===== config.mk =====
export PLATFORM = sky130hd
export DESIGN_NAME = ov7670_capture_core
export DESIGN_NICKNAME = d
export VERILOG_FILES = /design/src/rtl/ov7670_pkg.sv /design/src/rtl/ov7670_capture_core.sv
export SDC_FILE = /design/constraint.sdc
export NUM_CORES = 1
export LEC_CHECK = 0
export BUFFER_PORTS_ARGS = -buffer_cell sky130_fd_sc_hd__buf_2
export CAP_MARGIN = 40
export CORE_MARGIN = 10
export CORE_UTILIZATION = 45
export CTS_CLUSTER_DIAMETER = 100
export DETAILED_ROUTE_END_ITERATION = 12
export GPL_ROUTABILITY_DRIVEN = 0
export GPL_TIMING_DRIVEN = 0
export HOLD_SLACK_MARGIN = 0.03
export PLACE_DENSITY = 0.66
export SYNTH_ARGS = -nofsm -noshare
export SYNTH_HDL_FRONTEND = slang
export SYNTH_SLANG_ARGS = --single-unit

===== constraint.sdc =====
create_clock -name pclk_12 -period 2.6 [get_ports pclk_12]
set_input_delay 0.78 -clock pclk_12 [delete_from_list [all_inputs] [get_ports pclk_12]]
set_output_delay 0.78 -clock pclk_12 [all_outputs]
set_load 0.01 [all_outputs]

===== src/rtl/ov7670_pkg.sv =====
// Purpose: shared types and QVGA geometry constants for the OV7670 capture path.
// Latency: n/a (declarations only).
// Backpressure: n/a; the sensor free-runs and the framebuffer always accepts writes.
package ov7670_pkg;

    typedef enum logic [1:0] {
        IDLE       = 2'd0,
        WAIT_FRAME = 2'd1,
        CAPTURE    = 2'd2
    } state_t;

    localparam int QVGA_W    = 320;
    localparam int QVGA_H    = 240;
    localparam int FB_DEPTH  = QVGA_W * QVGA_H;   // 76800
    localparam int FB_ADDR_W = 17;
    localparam int PIX_BITS  = 2;

endpackage


===== src/rtl/ov7670_capture_core.sv =====
// Purpose: captures OV7670 QVGA YUV422 (U Y V Y) frames, keeps the top 2 bits of each luma byte.
// Latency: one pclk_12 cycle from luma byte on d to addr/dout.
// Backpressure: none; the framebuffer write port accepts every cycle, addr/dout hold when idle.
//
// Ports:
//   pclk_12        sensor pixel clock, sole clock
//   reset_n        synchronous active-low reset
//   start          level; arms capture, held high for continuous frames
//   vsync/href/d   sensor frame sync, line valid and pixel byte
//   addr/dout      registered framebuffer write address and 2-bit grey level
module ov7670_capture_core
    import ov7670_pkg::*;
#(
    parameter int H_PIXELS = QVGA_W,
    parameter int V_LINES  = QVGA_H,
    parameter int ADDR_W   = FB_ADDR_W
) (
    input  logic                pclk_12,
    input  logic                reset_n,
    input  logic                start,
    input  logic                vsync,
    input  logic                href,
    input  logic [7:0]          d,
    output logic [ADDR_W-1:0]   addr,
    output logic [PIX_BITS-1:0] dout
);

    // Counter is one bit wider than the address so it can sit at the
    // saturation value H_PIXELS*V_LINES without wrapping.
    localparam int              CNT_W     = ADDR_W + 1;
    localparam logic [CNT_W-1:0] PIX_TOTAL = CNT_W'(H_PIXELS * V_LINES);

    state_t             state;
    logic [CNT_W-1:0]   pix_cnt;
    logic               phase;     // 0 = chroma byte, 1 = luma byte
    logic               vsync_q;
    logic               vsync_rise;
    logic               vsync_fall;
    logic               unused_d;

    assign vsync_rise = ~vsync_q & vsync;
    assign vsync_fall = vsync_q & ~vsync;

    // Only the top PIX_BITS of luma are stored.
    assign unused_d = ^d[7-PIX_BITS:0];

    always_ff @(posedge pclk_12) begin
        if (!reset_n) begin
            state   <= IDLE;
            addr    <= '0;
            dout    <= '0;
            pix_cnt <= '0;
            phase   <= 1'b0;
            vsync_q <= 1'b0;
        end else begin
            vsync_q <= vsync;
            case (state)
                IDLE: begin
                    phase <= 1'b0;
                    if (start) begin
                        state <= WAIT_FRAME;
                    end
                end
                WAIT_FRAME: begin
                    // Only a falling edge starts a frame, so arming mid-frame
                    // never yields a partial frame.
                    phase <= 1'b0;
                    if (vsync_fall) begin
                        pix_cnt <= '0;
                        state   <= CAPTURE;
                    end
                end
                CAPTURE: begin
                    // href low realigns each line to start on a chroma byte.
                    phase <= href ? ~phase : 1'b0;
                    if (href && phase && (pix_cnt < PIX_TOTAL)) begin
                        addr    <= pix_cnt[ADDR_W-1:0];
                        dout    <= d[7 -: PIX_BITS];
                        pix_cnt <= pix_cnt + 1'b1;
                    end
                    if (vsync_rise) begin
                        state <= start ? WAIT_FRAME : IDLE;
                    end
                end
                default: begin
                    state <= IDLE;
                end
            endcase
        end
    end

endmodule


After elaboration in Yosys (flattened, before gate mapping). Cells that the tools add are included.

Register bits: 41. Bits in latches: 0. RAM bits: 0. ROM bits: 0. Input port bits: 13. Output and inout bits: 19. Memories: 0.

Add/sub/neg operators: 1. Multiply operators: 0. Divide/modulo/power cells: 0. $lt $le $gt $ge: 1. Equal/unequal tests: 6. Shift operators: 0. Muxes and demuxes: 10. Bitwise gates (word level): 5. Reduce and logical (&&, ||, !) cells: 9.

Operator list (count): 18-bit 2-to-1 mux (2); 18-bit case mux with 2 select lines (1); 18-bit by 1-bit adder with 18-bit output (second input constant) (1); 18-bit by 17-bit < comparator with 1-bit output (second input constant) (1); 2-bit != test (second input constant) (4); 2-bit 2-to-1 mux (3); 2-bit case mux with 3 select lines (1); 3-bit AND reduction (2); 2-bit nonzero test (2); 1-bit inverter (3); 1-bit bitwise AND (2); 2-bit by 1-bit equality test with 1-bit output (second input constant) (1); 2-bit equality test (second input constant) (1); 1-bit logical AND (2); 2-bit logical NOT (1); 1-bit 2-to-1 mux (2); 1-bit case mux with 2 select lines (1); 2-bit AND reduction (1); 2-bit OR reduction (1).

Longest topological paths before layout. Gate-level depths: netlist of the first run.

Depth after elaboration: 4. Depth in mapped cells: 6.

Worst setup path after synthesis of the first run. No wires, ideal clock.

Kind: input to register. Start point: in vsync. End point: reg pix_cnt[11]. Library setup time: 0.130 ns. Arrival time: 1.967 ns. Data required time: 2.470 ns. Path slack: 0.503 ns. Stages on the path: 5. Path through: and4bb_4 -> a211oi_4 -> or2_2 -> o41ai_1 -> a21oi_1.

Cells in the longest elaborated chain, start to end: 4.

RTL lines: start: declaration (line ov7670_capture_core.sv:21) `input logic vsync,`; 1-bit inverter (line ov7670_capture_core.sv:42) `assign vsync_fall = vsync_q & ~vsync;`; 1-bit bitwise AND (line ov7670_capture_core.sv:42); 2-bit != test (no line); 3-bit AND reduction (no line); end signal: assignment (line ov7670_capture_core.sv:79) `pix_cnt <= pix_cnt + 1'b1;`; end: declaration (line ov7670_capture_core.sv:34) `logic [CNT_W-1:0] pix_cnt;`.

Every way passes these cells. A chain may end at the register's enable or synchronous reset.

Worst setup path in the final report of the first run.
Start point: in vsync. End point: reg pix_cnt[8].

The elaborated chain is that of the path after synthesis.

==> results of run 1 <==
registers in the layout (all words and copies together), names as in the netlist:
signal   cells
pix_cnt     18
addr        17
dout         2
state        2
phase        1
vsync_q      1
worst paths after layout:
check,startpoint,slack (ps),cells past startpoint,to
hold / removal,state[1],500,2,phase
setup reg to reg,pix_cnt[13],710,5,pix_cnt[8]
hold reg to reg,state[1],500,2,phase
setup / recovery,vsync,520,6,pix_cnt[8]
per-stage QoR:
| stage | instances | util, % |
|---|---|---|
| finish | 277 | 53.6 |
| global route | 277 | 53.6 |
| CTS | 277 | 53.6 |
| detailed placement | 269 | 51.1 |
| global placement | 269 | 51.1 |
| floorplan | 194 | - |
area by class of cell:
type,count,area share (%)
plain buffers,6,1.17
clock buffers,7,4.49
multi-input cells,141,46.1
clock inverters,1,0.233
flip-flops and latches,41,38.3
well taps,50,2.92
repair buffers,25,5.83
inverters,6,1.05
power by group through the flow:
| stage | clock network (mW) | logic (mW) | registers [mW] |
|---|---|---|---|
| 3_3_place_gp | 0 | 0.0417 | 0.650 |
| 2_1_floorplan | 0 | 0.0278 | 0.649 |
| 4_1_cts | 0.471 | 0.0420 | 0.635 |
| 6_report | 0.455 | 0.0414 | 0.636 |
| 5_1_grt | 0.493 | 0.0469 | 0.636 |
| 3_5_place_dp | 0 | 0.0419 | 0.650 |
worst max-delay path, stage by stage:
cell	delay [ps]
buf_2	120
and4bb_4	390
a41oi_4	80
nor2_1	400
nand2_1	160
o41ai_1	340
synth_stat cells, types with 6 or more instances:
cell type   n  area [um2]
nand2_1    15        56.3
mux2i_1    19         190
nor2_1     16        60.1
nand3_1     6        30.0
a21oi_1     9        45.0
dfxtp_1    41         821
inv_1       6        22.5
xnor2_1     6        52.6
nor2b_1    18         113
nand4_1     6        37.5
logic make-up after synthesis:
logic type                 synth area share (%)
and+or+nand+nor                            25.6
DFF                                        44.2
AOI/OAI and AO/OA                          13.9
muxes                                      10.2
buffers and inverters                      2.56
xor gates and xnor gates                   2.83
adders and majority gates                 0.674
cells in the final DEF, fill, tap and decap left out, types with 6 or more instances in the layout:
cell / Yosys / routed
a21oi_1: 9 / 9
buf_2: 2 / 27
clkbuf_8: 0 / 7
dfxtp_1: 41 / 41
inv_1: 6 / 6
mux2i_1: 19 / 19
nand2_1: 15 / 15
nand3_1: 6 / 6
nand4_1: 6 / 6
nor2_1: 16 / 16
nor2b_1: 18 / 18
xnor2_1: 6 / 6
routing by layer:
metal,wire (um),track usage [%],up-vias
li1,-,-,751
met1,1880,14.2,672
met2,1730,16.6,33
met3,232,5.02,8
met4,83,5.18,0
met5,0,0,-
==> results.json, run 1 <==
{
  "status": "complete, no violations",
  "fp-row-count": 23,
  "finalSetupViolations": 0,
  "crit_required_ps": 2800,
  "numCtsBuffers": 5,
  "p_seq_share_pct": 56.2,
  "drcViolationCount": 0,
  "synth_fp_nets": 208,
  "period_minus_slack_ps": 2080,
  "portBuffers": 25,
  "worst_ep_arrival_time_ps": 2280,
  "synth-seq-cells": 41,
  "async_flop_share_pct": 0,
  "dr.pass1.iters": 4,
  "multi_input_area_um2": 988,
  "drive_gt1_share_pct": 20.7,
  "grtUsageTotal_pct": 11.4,
  "setup_ws_ps": 518,
  "dieHeight_um": 84.2,
  "whs_ps": 502,
  "fin_setup_tns_ps": 0,
  "cp-end-kind": "flip-flop",
  "ys_seq_area_share_pct": 44.2,
  "dieArea_mm2": 0.00710,
  "nets": 240,
  "path_class": "primary input to flip-flop",
  "antenna_found_initial": 0,
  "grt_pass1_wl_mm": 6.76,
  "fin_area_mm2": 0.00215,
  "ys.flop_type": "dfxtp_1",
  "yosysWarnings": 0,
  "root_buffer": "clkbuf_8",
  "p_sw_mw": 0.243,
  "area_delta_synth_final_pct": 15.6,
  "hp-class": "flip-flop to flip-flop",
  "post_cts_buffers": 0,
  "syn_area_mm2": 0.00186,
  "syn_avg_cell_area_um2": 9.57,
  "p_leak_nw": 0.841,
  "maxCapViolCount": 0,
  "p_sw_share_pct": 21.5,
  "initial_utilization_pct": 46.4,
  "htree_levels": 2,
  "postCtsHoldBufs": 0,
  "cts.sink_count": 41,
  "design.core.area_mm2": 0.00400,
  "cts_resized": 0,
  "cp_max_fo": 8,
  "start_kind": "primary input",
  "routed_wl_mm": 3.92,
  "dp.final_hpwl_mm": 2.89,
  "seq_area_um2": 821,
  "grt_pass1_vias": 1367,
  "fin_total_pwr_mw": 1.13,
  "yosysUniqueCellTypes": 43,
  "peakVddDrop_uv": 401,
  "slew_violations": 0,
  "max-slew-margin-rel_pct": 63.5,
  "drt-initial-drc-count": 75,
  "rsz0062_at_grt": "false",
  "syn_inst": 194,
  "die_w_um": 84.2,
  "worstMarginPinSlew_ps": 544,
  "dp_slack_ps": 246,
  "skew_ps": 4.48,
  "vias": 1464,
  "tritoncts": "built",
  "power_density_mw_per_mm2": 527,
  "p_comb_share_pct": 3.7,
  "max_clock_freq_ghz": 0.480,
  "final_antenna_net_count": 0,
  "n_antenna_cell": 0,
  "clk_path_buf_depth": 2,
  "grt_max_degree": 13,
  "clk_pin_slew_ps": 80,
  "p_clk_share_pct": 40.2,
  "vias_per_cell": 5.29,
  "p_int_mw": 0.889,
  "synth-edff-count": 0,
  "avgRoutedWirePerCell_um": 14.2,
  "placed_cell_area_mm2": 0.00204,
  "io_pins": 32,
  "fill_cells": 377,
  "finalHoldViolCount": 0,
  "insertion_delay_ps": 300,
  "finalCritPeriodShare_pct": 80.1,
  "grt_overflow": 0
}
Note: power is estimated with default switching activity, not from simulation.
==> inputs of run 2 (changes only) <==
Settings changed: PLACE_DENSITY 0.66 to 0.69.
Clock period 2.6 ns to 1.7 ns, I/O delays scaled along.
==> run 2 against run 1 <==
The flow now finishes with violations (setup timing); cell count increased by 6.9%; critical path depth unchanged; cell area increased by 13%; critical path type is now flip-flop to flip-flop.
==> results.json, run 2 (synthesis results as in run 1) <==
{
  "antenna_found_initial": 0,
  "root_buffer": "clkbuf_8",
  "insertion_delay_ps": 300,
  "final_common_cell": "dfxtp_1",
  "numCtsBuffers": 5,
  "tritoncts": "built",
  "slew_violations": 0,
  "largest_reg_flops": 18,
  "max_clock_freq_ghz": 0.569,
  "r2r-start": "pix_cnt[13]",
  "instances_no_fill": 296,
  "fin_total_pwr_mw": 1.65,
  "path_class": "flip-flop to flip-flop",
  "maxCapViolCount": 0,
  "violations": "setup timing",
  "dieHeight_um": 84.2,
  "nets": 259,
  "htree_levels": 2,
  "cts.sink_count": 41,
  "hp-class": "primary input to flip-flop",
  "final_antenna_net_count": 0,
  "area_delta_synth_final_pct": 30.8,
  "clk_path_buf_depth": 2,
  "design.core.area_mm2": 0.00400,
  "skew_ps": 5.07,
  "status": "finished, violations left",
  "cp-end-kind": "flip-flop",
  "max-slew-margin-rel_pct": 66.9,
  "crit_required_ps": 1940,
  "dp.final_hpwl_mm": 2.82,
  "start_kind": "flip-flop",
  "drt-initial-drc-count": 122,
  "grt_max_degree": 13,
  "grt_pass1_vias": 1447,
  "vias_per_cell": 5.26,
  "fp-row-count": 23,
  "min_path_cells": 3,
  "reg_top3": "pix_cnt x18, addr x17",
  "power_density_mw_per_mm2": 681,
  "r2r_slack_ps": -60,
  "io_pins": 32,
  "worstMarginPinSlew_ps": 495,
  "placed_cells": 269,
  "finalSetupViolations": 1,
  "drive_gt1_share_pct": 36.2,
  "rsz0062_at_grt": "true",
  "finalCritPeriodShare_pct": 103,
  "period_minus_slack_ps": 1760,
  "grtUsageTotal_pct": 11.4,
  "postCtsHoldBufs": 0,
  "drcViolationCount": 0,
  "min_to": "dout[1]",
  "avgRoutedWirePerCell_um": 14.6,
  "clk_pin_slew_ps": 80,
  "dp_slack_ps": -340,
  "dieArea_mm2": 0.00710,
  "peakVddDrop_uv": 530,
  "worst_ep_arrival_time_ps": 1990,
  "die_w_um": 84.2,
  "cp_max_fo": 5,
  "dr.pass1.iters": 4,
  "initial_utilization_pct": 46.4,
  "r2r_cells": 6,
  "grt_pass1_wl_mm": 6.75,
  "final_cell_mix": "dfxtp_1 (32), buf_2 (25), mux2i_1 (19), nor2b_1 (18), buf_4 (14)",
  "n_antenna_cell": 0,
  "grt_overflow": 0,
  "vias": 1557,
  "p_leak_nw": 0.948,
  "portBuffers": 25,
  "setup_ws_ps": -56.2,
  "hold_start": "d[7]",
  "regMostFlops": "pix_cnt",
  "finalHoldViolCount": 0,
  "routed_wl_mm": 4.33,
  "r2r-end": "pix_cnt[13]"
}
[run 2: cell types whose count changed in the layout (fill, tap and decap cells not counted), moves of 3 or more]
cell | previous run | this run
nor2_1 | 16 | 13
dfxtp_4 | 0 | 4
buf_4 | 0 | 14
dfxtp_2 | 0 | 5
buf_6 | 0 | 6
dfxtp_1 | 41 | 32
[run 2: area by class of cell]
cell class | instances | area (um2)
Clock buffer | 6 | 72.6
Tap cell | 50 | 62.6
Inverter | 6 | 22.5
Buffer | 6 | 37.5
Multi-Input combinational cell | 141 | 1090
Fill cell | 360 | 1570
Sequential cell | 41 | 842
Timing Repair Buffer | 44 | 295
Clock inverter | 2 | 10.0
[run 2: worst max path at each step]
stage / start / slack, ps / cells after the start / end
finish: pix_cnt[13] / -60 / 6 / pix_cnt[13]
global route: pix_cnt[3] / -120 / 5 / pix_cnt[13]
CTS: pix_cnt[12] / -9 / 9 / addr[16]
detailed placement: vsync / -340 / 6 / pix_cnt[13]
global placement: vsync / -340 / 6 / pix_cnt[13]
floorplan: vsync / -50 / 5 / pix_cnt[13]
[run 2: power by group]
group          internal [mW]  leakage, nW  switching, mW
combinational         0.0339        0.567         0.0393
clock                  0.284       0.0450          0.330
sequential             0.960        0.336        0.00642
total                   1.28        0.948          0.376
[run 2: layer usage]
metal | track usage (%) | up-vias | share of wire, %
met3 | 3.67 | 8 | 4.9
met1 | 14.3 | 716 | 47
met5 | 0 | - | 0
li1 | - | 795 | -
met4 | 5.94 | 0 | 2.0
met2 | 17.1 | 38 | 46
[run 2: critical path, stage by stage, from the launching register on]
cell      delay (ps)
dfxtp_4          370
a211oi_4         270
buf_4            160
a211oi_4         100
nor3_4           250
or4b_4           490
nand2_2           60
[run 2: repair_timing]
item | in CTS | in global routing
pin swaps | 5 | 12
endpoints found under the setup margin | 25 | 27
gates resized for setup | 11 | 29
setup buffers | 8 | 11
[run 2: stage by stage]
| stage | hold slack, ps | utilization (%) | area [um2] | setup TNS, ps |
|---|---|---|---|---|
| after floorplan | 451 | - | 1870 | -65.0 |
| after global placement | 479 | 51.4 | 2050 | -3830 |
| after detailed placement | 488 | 51.4 | 2050 | -4200 |
| after CTS | 470 | 55.8 | 2230 | -9.76 |
| after global routing | 490 | 60.7 | 2430 | -670 |
| final | 471 | 60.7 | 2430 | -56.2 |
